### config.mk
export PLATFORM = sky130hd
export DESIGN_NAME = plt_cfg_ctrl
export DESIGN_NICKNAME = d
export VERILOG_FILES = /design/src/rtl/plt_pkg.sv /design/src/rtl/plt_cfg_ctrl.sv
export SDC_FILE = /design/constraint.sdc
export NUM_CORES = 1
export LEC_CHECK = 0
export ABC_CLOCK_PERIOD_IN_PS = 2280
export BUFFER_PORTS_ARGS = -buffer_cell sky130_fd_sc_hd__buf_2
export CORE_MARGIN = 2
export CORE_UTILIZATION = 48
export DETAILED_ROUTE_END_ITERATION = 10
export PLACE_DENSITY_LB_ADDON = 0.2
export SYNTH_ARGS = -nofsm -noshare
export SYNTH_HDL_FRONTEND = slang
export SYNTH_SLANG_ARGS = --single-unit
### constraint.sdc
create_clock -name clk -period 2.28 [get_ports clk]
set_input_delay 0 -clock clk [delete_from_list [all_inputs] [get_ports clk]]
set_output_delay 0 -clock clk [all_outputs]
set_load 0.005 [all_outputs]
### src/rtl/plt_pkg.sv
// Shared types for the PLT configuration sequencer.
// Mode encodings, sequencer states and config-width helper.
package plt_pkg;

  localparam logic [1:0] PLT_MODE_CFG  = 2'b00;
  localparam logic [1:0] PLT_MODE_USE  = 2'b01;
  localparam logic [1:0] PLT_MODE_TEST = 2'b10;
  localparam logic [1:0] PLT_MODE_IDLE = 2'b11;

  typedef enum logic [2:0] {
    S_IDLE,
    S_CLEAR,
    S_SHIFT,
    S_COMMIT,
    S_READBACK,
    S_CHECK,
    S_RUN
  } state_e;

  function automatic int cfg_width(input int n);
    return 4 * (n - 1);
  endfunction

endpackage

### src/rtl/plt_cfg_ctrl.sv
// Configuration sequencer for one PLT instance: load, read back,
// verify and commit a config word, then hold the PLT in usage mode.
module plt_cfg_ctrl
  import plt_pkg::*;
#(
  parameter int N         = 8,
  parameter int MAX_RETRY = 2,
  localparam int W        = cfg_width(N)
) (
  input  logic         clk,
  input  logic         rst_n,
  input  logic         cfg_valid,
  output logic         cfg_ready,
  input  logic [W-1:0] cfg_word,
  input  logic         cfg_fast,
  input  logic         cfg_abort,
  output logic [1:0]   plt_mode,
  output logic         plt_clear,
  output logic         plt_config_in,
  output logic         plt_scan_enable,
  output logic [W-1:0] plt_scan_in,
  input  logic [W-1:0] plt_scan_out,
  output logic         busy,
  output logic         done,
  output logic         err,
  output logic [1:0]   retries
);

  localparam int CW = $clog2(W);

  state_e         state_q, state_d;
  logic [W-1:0]   shadow_q, shadow_d;
  logic           fast_q, fast_d;
  logic [CW-1:0]  cnt_q, cnt_d;
  logic [1:0]     retries_q, retries_d;
  logic           done_q, done_d;
  logic           err_q, err_d;

  always_ff @(posedge clk or negedge rst_n) begin
    if (!rst_n) begin
      state_q   <= S_IDLE;
      shadow_q  <= '0;
      fast_q    <= 1'b0;
      cnt_q     <= '0;
      retries_q <= '0;
      done_q    <= 1'b0;
      err_q     <= 1'b0;
    end else begin
      state_q   <= state_d;
      shadow_q  <= shadow_d;
      fast_q    <= fast_d;
      cnt_q     <= cnt_d;
      retries_q <= retries_d;
      done_q    <= done_d;
      err_q     <= err_d;
    end
  end

  always_comb begin
    state_d   = state_q;
    shadow_d  = shadow_q;
    fast_d    = fast_q;
    cnt_d     = cnt_q;
    retries_d = retries_q;
    done_d    = 1'b0;
    err_d     = 1'b0;
    if (cfg_abort) begin
      state_d   = S_IDLE;
      shadow_d  = '0;
      fast_d    = 1'b0;
      cnt_d     = '0;
      retries_d = '0;
    end else begin
      unique case (state_q)
        S_IDLE, S_RUN: begin
          if (cfg_valid) begin
            state_d   = S_CLEAR;
            shadow_d  = cfg_word;
            fast_d    = cfg_fast;
            retries_d = '0;
          end
        end
        S_CLEAR: begin
          if (fast_q) begin
            state_d = S_COMMIT;
          end else begin
            state_d = S_SHIFT;
            cnt_d   = CW'(W - 1);
          end
        end
        // cnt_q is the bit index, so the chain sees the MSB first
        S_SHIFT: begin
          if (cnt_q == '0) state_d = S_READBACK;
          else             cnt_d   = cnt_q - 1'b1;
        end
        S_COMMIT: begin
          if (fast_q) begin
            state_d = S_READBACK;
          end else begin
            state_d = S_RUN;
            done_d  = 1'b1;
          end
        end
        S_READBACK: state_d = S_CHECK;
        S_CHECK: begin
          if (plt_scan_out == shadow_q) begin
            if (fast_q) begin
              state_d = S_RUN;
              done_d  = 1'b1;
            end else begin
              state_d = S_COMMIT;
            end
          end else if (!fast_q && 32'(retries_q) < MAX_RETRY) begin
            state_d   = S_CLEAR;
            retries_d = (retries_q == 2'd3) ? 2'd3 : retries_q + 2'd1;
          end else begin
            state_d = S_IDLE;
            err_d   = 1'b1;
          end
        end
        default: state_d = S_IDLE;
      endcase
    end
  end

  always_comb begin
    plt_mode        = PLT_MODE_IDLE;
    plt_clear       = 1'b0;
    plt_config_in   = 1'b0;
    plt_scan_enable = 1'b0;
    unique case (state_q)
      S_CLEAR:    plt_clear = 1'b1;
      S_SHIFT: begin
        plt_mode      = PLT_MODE_CFG;
        plt_config_in = shadow_q[cnt_q];
      end
      S_COMMIT: begin
        plt_mode        = PLT_MODE_CFG;
        plt_scan_enable = 1'b1;
      end
      S_READBACK: begin
        plt_mode        = PLT_MODE_TEST;
        plt_scan_enable = 1'b1;
      end
      S_RUN:      plt_mode = PLT_MODE_USE;
      default: ;
    endcase
  end

  assign cfg_ready   = (state_q == S_IDLE) || (state_q == S_RUN);
  assign busy        = !cfg_ready;
  assign plt_scan_in = shadow_q;
  assign done        = done_q;
  assign err         = err_q;
  assign retries     = retries_q;

endmodule
==> results of run 1 <==
## layout make-up
cell class	instances	share of cell area
multi-input combinational	204	0.3903
inverter	6	0.006672
clock buffer	7	0.02557
tap	67	0.02483
timing repair buffer	133	0.2483
sequential	41	0.3043
## power groups by stage
| stage | combinational (mW) | sequential, mW | clock, mW |
|---|---|---|---|
| after floorplan | 0.429 | 0.901 | 0 |
| after global placement | 0.630 | 0.959 | 0 |
| after detailed placement | 0.646 | 0.962 | 0 |
| after CTS | 0.687 | 0.949 | 0.491 |
| after global routing | 0.767 | 0.967 | 0.527 |
| final | 0.687 | 0.949 | 0.484 |
## repair_timing
| action | in CTS | in global routing |
|---|---|---|
| pin swaps | 0 | 1 |
| cloned | 0 | 0 |
| buffers inserted | 0 | 0 |
| hold endpoints to repair | 70 | 0 |
| gates resized for setup | 1 | 0 |
| endpoints found under the setup margin | 1 | 1 |
| hold buffers | 30 | 0 |
## path summary, 6_finish.rpt
path                                       from              end  slack (ns)  cells past startpoint
worst max register to register   plt_scan_in[1]       retries[0]        0.27                      6
worst min-delay path                  cfg_abort         cnt_q[4]        0.05                      2
max in group asynchronous                 rst_n         cnt_q[0]        1.26                      2
worst min register to register  plt_scan_in[22]  plt_scan_in[22]        0.56                      2
min in group asynchronous                 rst_n         cnt_q[4]        0.39                      2
worst max-delay path                   cnt_q[0]    plt_config_in        0.11                      5
## layout by cell type (no fill, tap or decap), types with 3 or more instances in the layout
master,synthesis,final
clkbuf_8,0,6
nor2_1,10,10
xnor2_1,12,12
mux2i_1,4,4
buf_2,3,99
a21oi_1,9,9
xor2_1,16,16
a311oi_1,3,3
nor4_1,4,4
buf_4,0,3
nor3_1,4,4
o21ai_0,35,35
a31oi_1,3,3
dfrtp_1,41,40
inv_1,6,6
dlygate4sd3_1,0,30
mux4_2,6,6
nand2_1,66,66
nand4_1,4,4
## critical path: cells and delay by family, from the launching register on
kind	cells	cell delay (ns)
muxes	2	1.03
AOI/OAI and AO/OA	1	0.06
buffers and inverters	1	0.15
and+or+nand+nor	1	0.10
DFF	1	0.54
## registers in the layout, indices dropped and copies added, names as in the netlist
register / count
plt_scan_in: 28
cnt_q: 5
state_q: 3
retries: 2
done: 1
err: 1
fast_q: 1
## through the flow
step	area [um2]	power (mW)	cells	utilization	worst slack, ns
finish	3376	2.120	458	0.7008	0.1134
global route	3376	2.261	458	0.7008	0.02683
CTS	3376	2.127	458	0.7008	0.1031
detailed placement	2988	1.608	421	0.6203	0.1520
global placement	2988	1.590	421	0.6203	0.1677
floorplan	2440	1.330	268	-	0.4170
## synthesized netlist by cell type, drive strengths merged (3+ instances only)
library cell	n	area (um2)
inv	6	22.52
nor4	5	46.29
mux2i	4	40.04
a311oi	3	26.28
a21oi	10	53.80
nand4	4	25.02
xor2	16	140.1
nand2	66	247.7
mux4	7	161.4
nor2	10	37.54
nor3	5	30.03
xnor2	12	105.1
a31oi	3	18.77
clkbuf	12	45.04
buf	4	26.27
dfrtp	41	1026
o21ai	35	175.2
## layer usage
metal  vias to the layer above  part of all wire
li1                       1171                 -
met1                      1124              0.41
met2                        90              0.51
met3                        14             0.059
met4                         0             0.019
met5                         -                 0
## cell families (layout without fill, tap and decap cells)
| kind of cell | count (synthesis) | after routing | synth area share |
|---|---|---|---|
| AOI/OAI and AO/OA | 58 | 58 | 0.1385 |
| xor gates and xnor gates | 28 | 28 | 0.1005 |
| adders and majority gates | 2 | 2 | 0.01025 |
| buffers and inverters | 23 | 146 | 0.04256 |
| DFF | 41 | 41 | 0.4205 |
| muxes | 12 | 12 | 0.08718 |
| and+or+nand+nor | 104 | 104 | 0.2005 |
==> impl_metrics.json, run 1 <==
{
  "antenna_left": 0,
  "grtUsageTotal": 0.2698,
  "p_leak_nw": 1.596,
  "maxCapViolations": 0,
  "start_util": 0.5065,
  "dp.final_hpwl_um": 4923,
  "vias_per_cell": 5.238,
  "worstPathRequired_ns": 2.28,
  "slowest_delay_ns": 0.56,
  "met1_usage": 0.3544,
  "clock_tree.root_cell": "clkbuf_8",
  "fp.dieH_um": 75.30,
  "cts_tree": "done",
  "synth_edf_count": 0,
  "hold_slack_ns": 0.04631,
  "synth_cell_types": 40,
  "diodes": 0,
  "clk_pin_slew_ns": 0.08,
  "clockPowerShare": 0.228,
  "end_kind": "primary output",
  "die_area_um2": 5669,
  "vias": 2399,
  "synth_seq_cells": 41,
  "fin_nets": 454,
  "clk_path_buf_depth": 2,
  "cts_buffers": 5,
  "ys_seq_area_frac": 0.4205,
  "core_um2": 4817,
  "cts_max_level": 2,
  "grt_start_max_net_pins": 62,
  "tns_ns": 0,
  "wire_per_inst_um": 15.36,
  "finalSetupViolCount": 0,
  "crit_top_cell": "mux4_2",
  "avgSynthCellArea_um2": 9.104,
  "rsz0062_at_grt": "no",
  "p_sw_mw": 0.7098,
  "drive_above_1_share": 0.3171,
  "cp_cell_sequence": "mux4_2 -> mux4_2 -> nor2_1 -> a311oi_1 -> buf_2",
  "min-delay-path-class": "primary input to flip-flop",
  "gp_congestion": 0.8670,
  "drt-pass1-iter-count": 4,
  "p_seq_frac": 0.448,
  "multi_input_area_um2": 1318,
  "placementRows": 25,
  "syn-num-nets": 331,
  "slew_headroom": 0.3825,
  "gr-total-overflow": 0,
  "cts.sinks": 41,
  "ios": 100,
  "antenna_found_initial": 0,
  "power_per_cell_area_nw_per_um2": 628.1,
  "cpMaxStageDelayCell": "mux4_2",
  "power_frac_comb": 0.324,
  "fillers": 389,
  "port_buffers": 99,
  "busiest_layer": "met2",
  "met3_usage": 0.05423,
  "fin_worst_skew_ns": 0.007006,
  "min_period_over_period": 0.9503,
  "status": "finished, final reports clean",
  "gr-usage-met2": 0.4522,
  "clock_latency_ns": 0.30,
  "crit_fanout": 12,
  "wirelength_um": 7034,
  "first_global_vias": 2345,
  "crit_arrival_ns": 2.17,
  "swShare": 0.3348,
  "grt_pass1_wl_um": 11350,
  "yosys_warnings": 0,
  "syn-cell-area_um2": 2440,
  "drcViolationCount": 0,
  "hold_viol": 0,
  "post-route-min-period_ns": 2.167,
  "synthFlopType": "dfrtp_1",
  "worst-slew-pin-transition_ns": 0.9263,
  "vdd_ir_drop_max_mv": 0.3883,
  "crit_type": "flip-flop to primary output",
  "die_w_um": 75.30,
  "drtIter0Drc": 123,
  "p_int_mw": 1.411,
  "fmax_mhz": 461.5,
  "syn2layout_area_growth_pct": 38.36,
  "seq_area_um2": 1027,
  "finalMaxSlewViolations": 0,
  "async_flop_share": 1.000,
  "syn_inst": 268,
  "worst_setup_path_start_kind": "flip-flop"
}
No activity file was read; power rests on OpenSTA's default activity.
==> inputs of run 2 (changes only) <==
- ABC_CLOCK_PERIOD_IN_PS: 2280 -> 2500
- CORE_UTILIZATION: 48 -> 52
- GPL_TIMING_DRIVEN: not set -> 0
- clock period: 2.28 -> 2.5 ns (I/O delays scaled with it)
==> run 2 against run 1 <==
Effect of this change:
- sequential cell count unchanged
- cell area up 0.85%
- via count up 3.8%
- worst hold slack barely moved
- sequential power shrank 12%
- utilization grew 6.5 points
==> impl_metrics.json, run 2 (synthesis results as in run 1) <==
{
  "hold_viol": 0,
  "clk_pin_slew_ns": 0.08,
  "crit_fanout": 10,
  "final_cell_mix": "buf_2, nand2_1, dfrtp_1",
  "crit_type": "flip-flop to primary output",
  "vdd_ir_drop_max_mv": 0.3486,
  "grtUsageTotal": 0.2890,
  "cts.repair.resized": 0,
  "final_core_util": 0.7660,
  "min-delay-path-class": "primary input to flip-flop",
  "finalMaxSlewViolations": 0,
  "cts_buffers": 5,
  "wirelength_um": 7212,
  "cpMaxStageDelayCell": "mux4_2",
  "status": "finished, final reports clean",
  "core_um2": 4444,
  "slew_headroom": 0.4047,
  "drive_above_1_share": 0.3069,
  "multi_input_area_um2": 1310,
  "worstHoldStart": "cfg_abort",
  "first_global_vias": 2421,
  "die_w_um": 72.50,
  "worst_hold_path.endpoint": "err",
  "vias_per_cell": 5.458,
  "end_kind": "primary output",
  "cts_max_level": 2,
  "clock_tree.root_cell": "clkbuf_8",
  "gp_congestion": 0.9326,
  "post-route-min-period_ns": 2.323,
  "startpoint": "cnt_q[0]",
  "largest_register_ffs": 28,
  "drcViolationCount": 0,
  "diodes": 0,
  "fillers": 330,
  "cts_tree": "done",
  "wire_per_inst_um": 15.82,
  "antenna_found_initial": 0,
  "r2r-start": "cnt_q[1]",
  "drtIter0Drc": 208,
  "worst-slew-pin-transition_ns": 0.8930,
  "fmax_mhz": 430.4,
  "r2r-end": "cnt_q[2]",
  "cts.sinks": 41,
  "dp.final_hpwl_um": 5013,
  "vias": 2489,
  "fin_worst_skew_ns": 0.001283,
  "power_per_cell_area_nw_per_um2": 591.4,
  "grt_start_max_net_pins": 42,
  "rsz0062_at_grt": "no",
  "fin_ws_ns": 0.1767,
  "hold_slack_ns": 0.04630,
  "fp.dieH_um": 72.50,
  "gr-total-overflow": 0,
  "clk_path_buf_depth": 2,
  "pre_cts_slack_ns": 0.2805,
  "ios": 100,
  "finalSetupViolCount": 0,
  "die_area_um2": 5256,
  "regToRegSetupSlack_ns": 0.20,
  "min_period_over_period": 0.9293,
  "seq_area_um2": 1026,
  "hold_depth": 4,
  "drt-pass1-iter-count": 4,
  "clock_latency_ns": 0.29,
  "start_util": 0.5490,
  "total_power_mw": 2.014,
  "worst_setup_path_start_kind": "flip-flop",
  "p_leak_nw": 1.622,
  "placementRows": 24,
  "tns_ns": 0,
  "final_common_cell": "buf_2",
  "syn2layout_area_growth_pct": 39.54,
  "crit_arrival_ns": 2.32,
  "fin_nets": 467,
  "reg2reg_depth": 9,
  "cp_cell_sequence": "buf_2 -> mux4_2 -> mux4_2 -> nor2_1 -> a311oi_1 -> buf_2",
  "maxCapViolations": 0,
  "port_buffers": 99,
  "slowest_delay_ns": 0.54,
  "grt_pass1_wl_um": 11490,
  "worstPathRequired_ns": 2.50,
  "antenna_left": 0
}
run 2: critical path: cells and delay by family (launching register included):
family / cells / cell delay, ns
AO/OA/AOI/OAI: 1 / 0.06
buffers and inverters: 2 / 0.43
flip-flops: 1 / 0.42
multiplexers: 2 / 1.03
AND/OR/NAND/NOR: 1 / 0.10
run 2: through the flow:
step | instances | area (um2)
4_1_cts | 456 | 3405
2_1_floorplan | 268 | 2440
6_report | 456 | 3405
5_1_grt | 456 | 3405
3_3_place_gp | 419 | 3000
3_5_place_dp | 419 | 3000
run 2: metal layers:
metal	wire (um)	vias to the layer above	global-route usage
met3	477	21	0.06250
met1	3017	1161	0.3748
li1	-	1197	-
met2	3512	110	0.4720
met4	205	0	0.1193
met5	0	-	0
run 2: power breakdown:
part	total, mW	switching [mW]	internal [mW]
combinational	0.665	0.341	0.324
clock	0.517	0.227	0.290
sequential	0.831	0.0936	0.737
run 2: cell type report:
type,instances,share of cell area
Multi-Input combinational cell,204,0.3848
Clock buffer,5,0.02021
Timing Repair Buffer,129,0.2337
Clock inverter,2,0.01029
Inverter,6,0.006615
Sequential cell,41,0.3014
Buffer,17,0.02389
Tap cell,52,0.01911
run 2: worst max path at each step:
stage | end | slack [ns] | depth (start not counted)
floorplan | cnt_q[2] | 0.64 | 9
global placement | retries[0] | 0.31 | 6
detailed placement | retries[1] | 0.28 | 6
CTS | plt_config_in | 0.17 | 6
global route | cnt_q[2] | 0.02 | 9
finish | plt_config_in | 0.18 | 6
run 2: what timing repair did:
action                                 in CTS  in global routing
buffers inserted                            0                  0
hold buffers                               30                  0
endpoints found under the hold margin      70                  0
